File: src/rtl/add_pkg.sv
// Shared types and constants for the adder-result frame accumulator.
package add_pkg;

   // Four guard bits cover up to 15 beats of {cout,S} without overflow.
   localparam int GUARD_W = 4;

   typedef enum logic [1:0] {
      IDLE  = 2'd0,
      ACCUM = 2'd1,
      DONE  = 2'd2
   } state_t;

   function automatic logic [3:0] eff_len(input logic [3:0] len);
      return (len == 4'd0) ? 4'd1 : len;
   endfunction

endpackage

File: src/rtl/acc_core.sv
// Frame accumulator datapath: running sum, beat counter and latched frame length.
module acc_core
   import add_pkg::*;
#(
   parameter int width = 21
) (
   input  logic                     clk,
   input  logic                     rst,
   input  logic                     clear_i,
   input  logic                     load_i,
   input  logic                     add_i,
   input  logic [width:0]           value_i,
   input  logic [3:0]               len_i,
   output logic [width+GUARD_W:0]   acc_o,
   output logic [3:0]               cnt_o,
   output logic [3:0]               len_o
);

   localparam int OUT_W = width + 1 + GUARD_W;

   logic [OUT_W-1:0] acc_q, acc_d;
   logic [3:0]       cnt_q, cnt_d;
   logic [3:0]       len_q, len_d;
   logic [OUT_W-1:0] value_ext;

   assign value_ext = {{GUARD_W{1'b0}}, value_i};

   always_comb begin
      acc_d = acc_q;
      cnt_d = cnt_q;
      len_d = len_q;
      if (clear_i) begin
         acc_d = '0;
         cnt_d = '0;
         len_d = '0;
      end else if (load_i) begin
         acc_d = value_ext;
         cnt_d = 4'd1;
         len_d = len_i;
      end else if (add_i) begin
         acc_d = acc_q + value_ext;
         cnt_d = cnt_q + 4'd1;
      end
   end

   always_ff @(posedge clk) begin
      if (rst) begin
         acc_q <= '0;
         cnt_q <= '0;
         len_q <= '0;
      end else begin
         acc_q <= acc_d;
         cnt_q <= cnt_d;
         len_q <= len_d;
      end
   end

   assign acc_o = acc_q;
   assign cnt_o = cnt_q;
   assign len_o = len_q;

endmodule

File: src/rtl/add_result_acc.sv
// Sums 1..15 adder results {cout,S} per frame and hands the total downstream.
// Optional macro ACC_CLEAR_EN adds a clr input that aborts the current frame.
//
// state | meaning
// IDLE  | waiting for the first beat of a frame
// ACCUM | collecting the remaining beats of the frame
// DONE  | total presented, waiting for out_ready
module add_result_acc
   import add_pkg::*;
#(
   parameter  int width = 21,
   localparam int OUT_W = width + 1 + GUARD_W
) (
   input  logic             clk,
   input  logic             rst,
`ifdef ACC_CLEAR_EN
   input  logic             clr,
`endif
   input  logic             in_valid,
   output logic             in_ready,
   input  logic [width-1:0] in_s,
   input  logic             in_cout,
   input  logic [3:0]       frame_len,
   output logic             out_valid,
   input  logic             out_ready,
   output logic [OUT_W-1:0] out_data,
   output logic [3:0]       out_count
);

   state_t           state_q, state_d;
   logic             clr_w;
   logic             accept;
   logic             last_beat;
   logic             core_clear;
   logic [OUT_W-1:0] acc;
   logic [3:0]       cnt;
   logic [3:0]       len;

`ifdef ACC_CLEAR_EN
   assign clr_w = clr;
`else
   assign clr_w = 1'b0;
`endif

   // A beat arriving together with clr is dropped along with the frame.
   assign accept     = in_valid && in_ready && !clr_w;
   assign last_beat  = (cnt + 4'd1) == len;
   assign core_clear = clr_w || ((state_q == DONE) && out_ready);

   acc_core #(.width(width)) u_core (
      .clk     (clk),
      .rst     (rst),
      .clear_i (core_clear),
      .load_i  (accept && (state_q == IDLE)),
      .add_i   (accept && (state_q == ACCUM)),
      .value_i ({in_cout, in_s}),
      .len_i   (eff_len(frame_len)),
      .acc_o   (acc),
      .cnt_o   (cnt),
      .len_o   (len)
   );

   always_ff @(posedge clk) begin
      if (rst) state_q <= IDLE;
      else     state_q <= state_d;
   end

   always_comb begin
      state_d = state_q;
      if (clr_w) begin
         state_d = IDLE;
      end else begin
         case (state_q)
            IDLE:    if (accept) state_d = (eff_len(frame_len) == 4'd1) ? DONE : ACCUM;
            ACCUM:   if (accept && last_beat) state_d = DONE;
            DONE:    if (out_ready) state_d = IDLE;
            default: state_d = IDLE;
         endcase
      end
   end

   always_comb begin
      in_ready  = 1'b1;
      out_valid = 1'b0;
      out_data  = '0;
      out_count = '0;
      if (state_q == DONE) begin
         in_ready  = 1'b0;
         out_valid = 1'b1;
         out_data  = acc;
         out_count = len;
      end
   end

endmodule
File: config.mk
export PLATFORM = sky130hd
export DESIGN_NAME = add_result_acc
export DESIGN_NICKNAME = d
export VERILOG_FILES = /design/src/rtl/add_pkg.sv /design/src/rtl/acc_core.sv /design/src/rtl/add_result_acc.sv
export SDC_FILE = /design/constraint.sdc
export NUM_CORES = 1
export LEC_CHECK = 0
export BUFFER_PORTS_ARGS = -buffer_cell sky130_fd_sc_hd__buf_2
export CORE_UTILIZATION = 37
export DETAILED_ROUTE_END_ITERATION = 12
export GPL_ROUTABILITY_DRIVEN = 0
export PLACE_DENSITY = 0.66
export SETUP_SLACK_MARGIN = 0.1
export SLEW_MARGIN = 20
export SYNTH_ARGS = -nofsm -noshare
export SYNTH_HDL_FRONTEND = slang
export SYNTH_SLANG_ARGS = --single-unit
File: constraint.sdc
create_clock -name clk -period 2.75 [get_ports clk]
set_input_delay 0.275 -clock clk [delete_from_list [all_inputs] [get_ports clk]]
set_output_delay 0.275 -clock clk [all_outputs]
set_load 0.1 [all_outputs]
=== After elaboration in Yosys (flattened, before gate mapping) ===
Index checks and enable logic that the tools add are counted.
W data, S select, Z words.

* Logic and storage cells: 40
* Input bits: 30
* Register bits: 36
* Output and inout bits: 32

* Equal/unequal tests: 7
* Add/sub/neg operators: 2
* Reduce and logical (&&, ||, !) cells: 11
* Multiplexer cells: 14

{| class="wikitable"
|+ Operator list
! operator !! count
|-
| $mux W22 || 2
|-
| $add A26 B22 Y26 || 1
|-
| $mux W26 || 1
|-
| $mux W2 || 4
|-
| $mux W4 || 2
|-
| $pmux W2 S3 || 1
|-
| $logic_and A1 B1 Y1 || 5
|-
| $add A4 B1 Y4 const B || 1
|-
| $eq A4 B1 Y1 const B || 1
|-
| $eq A4 B4 Y1 || 1
|-
| $logic_not A4 Y1 || 1
|-
| $mux W1 || 4
|-
| $ne A2 B2 Y1 const B || 2
|-
| $reduce_and A3 Y1 || 1
|-
| $reduce_or A3 Y1 || 1
|-
| $eq A2 B1 Y1 const B || 1
|-
| $eq A2 B2 Y1 const B || 1
|-
| $logic_not A2 Y1 || 1
|-
| $ne A2 B1 Y1 const B || 1
|-
| $reduce_bool A2 Y1 || 1
|-
| $reduce_or A2 Y1 || 1
|}

=== Depth between registers and ports, before layout ===
* Depth in word-level cells: 6
* Mapped depth: 10
* Depth with buffers taken out: 10

=== Cells and area by module ===
From an unflattened synthesis, not the netlist that was laid out.

* Cells, all modules: 408
* Area total of the unflattened synthesis: 3171.8 µm²

{| class="wikitable"
|+ By module, submodules not included
! module !! cells an instance !! instances !! area an instance (µm²) !! seq. area each (µm²)
|-
| acc_core || 346 || 1 || 2733.9 || 680.7
|-
| add_result_acc || 62 || 1 || 437.9 || 40.0
|}

=== Least setup slack after synthesis ===
No wires, ideal clock.

* Kind: flip-flop to output port
* Start: register state_q[0]
* End: output port out_count[0]
* Buffers on the path: 1
* Stages on the path, launching flop included: 5
* Slack: -0.675 ns
* Arrival: 3.150 ns
* Data required time: 2.475 ns
* Path through: dfxtp_1 -> nand2b_1 -> inv_1 -> clkbuf_1 -> and2_1

* Cells in the longest elaborated chain, start to end: 2

{| class="wikitable"
|+ RTL lines
! item !! line !! source
|-
| start, declared || add_result_acc.sv:30 || <nowiki>state_t state_q, state_d;</nowiki>
|-
| start signal, assigned || add_result_acc.sv:65 || <nowiki>else state_q <= state_d;</nowiki>
|-
| $eq A2 B2 Y1 || add_result_acc.sv:87 || <nowiki>if (state_q == DONE) begin</nowiki>
|-
| $mux W4 || add_result_acc.sv:87 ||
|-
| end, declared || add_result_acc.sv:27 || <nowiki>output logic [3:0] out_count</nowiki>
|}

No other way between the ends.

=== Worst setup path in the final report ===
* Start: register u_core.acc_q[0], in the netlist u_core.acc_o[0]
* End: register u_core.acc_q[16], in the netlist u_core.acc_o[16]

* Cells in the longest elaborated chain, start to end: 3

{| class="wikitable"
|+ RTL lines
! item !! line !! source
|-
| start, declared || acc_core.sv:21 || <nowiki>logic [OUT_W-1:0] acc_q, acc_d;</nowiki>
|-
| start signal, assigned || acc_core.sv:48 || <nowiki>acc_q <= '0;</nowiki>
|-
| start signal, assigned || acc_core.sv:52 || <nowiki>acc_q <= acc_d;</nowiki>
|-
| $add A26 B22 Y26 || acc_core.sv:41 || <nowiki>acc_d = acc_q + value_ext;</nowiki>
|-
| $mux W22 || acc_core.sv:40 || <nowiki>end else if (add_i) begin</nowiki>
|-
| $mux W22 || acc_core.sv:36 || <nowiki>end else if (load_i) begin</nowiki>
|}

No other way between the ends. The select of a mux whose other input is x is not followed.
A chain may end at the register's enable or synchronous reset.

==> metrics.cfg <==
[synth]
syn_area_per_cell_um2=7.623
synth_compound_area_frac=0.2452
synth_top_flop_cell=dfxtp_1
synthCells=399
synthAdderAreaFrac=0.1012
ys_types=49
synth_top_family_by_area=simple AND/OR/NAND/NOR gates
syn_nets=453
synth_edf_count=0
syn_area_um2=3042
yosys_register_bits=36
synthSimpleGateAreaFrac=0.2534
synth-xor-area-share=0.06911
synth_mux_area_frac=0.05306
synth_warnings=0
ys_seq_area_frac=0.2369
synthArstFlopShare=0

[timing]
final.setup.worst_slack_ns=0.2517
skew_ns=0.006119
finalCritPeriodShare=0.9085
finalHoldViolCount=0
relSlewSlack=0.4951
min_period_ns=2.498
setup_viol_count_final=0
setup_tns_ns=0
rsz0062_at_grt=no
slew_violations=0
fmax_mhz=400.3
tightest_slew_ns=0.7574

[power]
switchingPower_uw=610.5
leakagePower_nw=1.677
intPower_mw=1.067
powerDensity_nw_per_um2=465.9
p_total_mw=1.677
clockPowerShare=0.286
sequentialPowerShare=0.354
vdd_drop_max_v=0.0001905
comb_power_share=0.360
switching_share=0.3640

[grt]
use_met3=0.02463
grt_pass1_wl_um=12850
grt_remaining_overflow=0
grt_pass1_vias=2793
grt_max_degree=38
antenna_found_initial=0
gr-usage-all-layers=0.1850
met1_usage=0.2361
grt.busiest_layer=met2
gr-usage-met2=0.3160

[route]
wl_um=7847
wire_per_inst_um=14.09
drt.antenna.violating_nets=0
firstDrtPassIters=4
via_per_inst=5.415
drc=0
drt_iter0_drc=127
vias=3016

[die]
core_area_um2=7848
die_w_um=92.67
die-area_um2=8588
ios=62
die_h_um=92.67
initial_core_util=0.3876
rows=32

[cts]
numCtsBuffers=5
insertion_delay_ns=0.29
h-tree-depth=2
clockBufferDepth=2
clk_pin_slew_ns=0.08
cts_tree=yes
cts.sinks=36
cts_root_buf=clkbuf_8

[placement]
numPortBuffers=61
post-dp-hpwl_um=5837
pre_cts_ws_ns=0.1039

[critical_path]
worstPathRequired_ns=2.94
critPathCaptureType=flip-flop
slowest_delay_ns=0.40
worst_path_max_delay_cell=fa_1
critPathKind=flip-flop to flip-flop
path_max_fanout=4
path_cells=ha_1 > inv_1 > fa_1 > nand2b_4 > a21oi_4 > o2111ai_4 > a21oi_4 > nor3_1 > xor2_1 > a2111oi_2
r2r_setup_slack_ns=0.25
reg2reg_to=u_core.acc_o[16]$_SDFFE_PP0P_
reg2reg_from=u_core.acc_o[0]$_SDFFE_PP0P_
crit_top_cell=a21oi_4
worstSetupStartpointType=flip-flop
reg2regPathDepth=10
crit_arrival_ns=2.69

[cells_and_area]
fillers=812
final_common_cell=buf_2
multi_input_area_um2=2241
area_delta_synth_final_pct=18.35
final_cell_mix=61 x buf_2, 41 x a21oi_1, 39 x nand2_1
regArea_um2=720.7
nets=508
drive_above_1_share=0.2154
num_antenna_cells=0

[status]
outcome=finished, final reports clean

[min_path]
min_path_cells=2
hp-start=rst
hold_path.class=primary input to flip-flop
hold_end=state_q[1]$_SDFFE_PP0P_

[flow_run]
cap_violations=0

[critical path, delay by kind of cell, from the launching register on]
family | cells | cell delay, ns
simple gates | 2 | 0.27
compound gates | 4 | 0.97
buf+inv | 1 | 0.06
fa+ha+maj | 2 | 0.58
flops | 1 | 0.35
xor+xnor | 1 | 0.17
[power by group through the flow]
stage	combinational [mW]	clock [mW]	sequential [mW]
finish	0.604	0.480	0.594
global route	0.669	0.518	0.601
CTS	0.591	0.500	0.594
detailed placement	0.586	0	0.606
global placement	0.576	0	0.604
floorplan	0.463	0	0.596
[worst max path at each step]
stage | from | depth (start not counted) | endpoint | slack (ns)
final | u_core.acc_o[0]$_SDFFE_PP0P_ | 10 | u_core.acc_o[16]$_SDFFE_PP0P_ | 0.25
after global routing | u_core.acc_o[0]$_SDFFE_PP0P_ | 10 | u_core.acc_o[16]$_SDFFE_PP0P_ | 0.10
after CTS | u_core.acc_o[0]$_SDFFE_PP0P_ | 10 | u_core.acc_o[16]$_SDFFE_PP0P_ | 0.12
after detailed placement | in_s[0] | 11 | u_core.acc_o[16]$_SDFFE_PP0P_ | 0.10
after global placement | in_s[0] | 11 | u_core.acc_o[16]$_SDFFE_PP0P_ | 0.20
after floorplan | state_q[0]$_SDFFE_PP0P_ | 4 | out_count[0] | 0.37
[cell type report]
class	count	share of cell area
inverters	11	0.01147
multi-input cells	332	0.6225
well taps	102	0.03545
clock inverters	3	0.01182
clock buffers	5	0.01912
flip-flops and latches	36	0.2002
repair buffers	68	0.09941
[metrics by stage]
stage                     instances  instance area (µm²)    util  hold slack (ns)
final                           557                 3600  0.4587           0.1902
after global routing            557                 3600  0.4587           0.1971
after CTS                       556                 3566  0.4544           0.1845
after detailed placement        548                 3455  0.4402           0.4693
after global placement          548                 3455  0.4402           0.4622
after floorplan                 399                 3059       -           0.3474
[timing repair]
action | 4_1_cts | 5_1_grt
endpoints found under the setup margin | 0 | 4
gates resized for setup | 0 | 3
buffers inserted | 0 | 1
hold buffers | 0 | 0
[state kept, by name, summed over array words and instances, names as in the netlist]
| signal | flops |
|---|---|
| u_core.acc_o | 26 |
| u_core.cnt_o | 4 |
| u_core.len_o | 4 |
| state_q | 2 |
[synthesized netlist by cell type (6+ instances only)]
master	number	share of area
xor2_1	14	0.040
nand2b_1	7	0.014
dfxtp_1	36	0.24
and3_1	7	0.014
inv_1	11	0.014
clkbuf_1	11	0.014
nand2_1	39	0.048
and2_1	34	0.070
nor2_1	29	0.036
a21oi_1	41	0.067
or3_1	6	0.012
o21ai_0	27	0.044
nand3_1	8	0.013
xnor2_1	10	0.029
ha_1	23	0.095
mux2i_1	15	0.049
a211oi_1	8	0.020
a21o_1	8	0.020
[cell families (layout without fill, tap and decap cells)]
family | after synthesis | after routing
buffers and inverters | 31 | 87
flip-flops | 36 | 36
AND/OR/NAND/NOR | 151 | 151
adder cells (fa/ha/maj) | 24 | 24
multiplexers | 16 | 16
AO/OA/AOI/OAI | 117 | 117
XOR/XNOR | 24 | 24
[metal layers]
layer | part of all wire | vias to the layer above
li1 | - | 1544
met1 | 0.47 | 1381
met2 | 0.47 | 83
met3 | 0.050 | 8
met4 | 0.015 | 0
met5 | 0 | -
No activity file was read; power rests on OpenSTA's default activity.
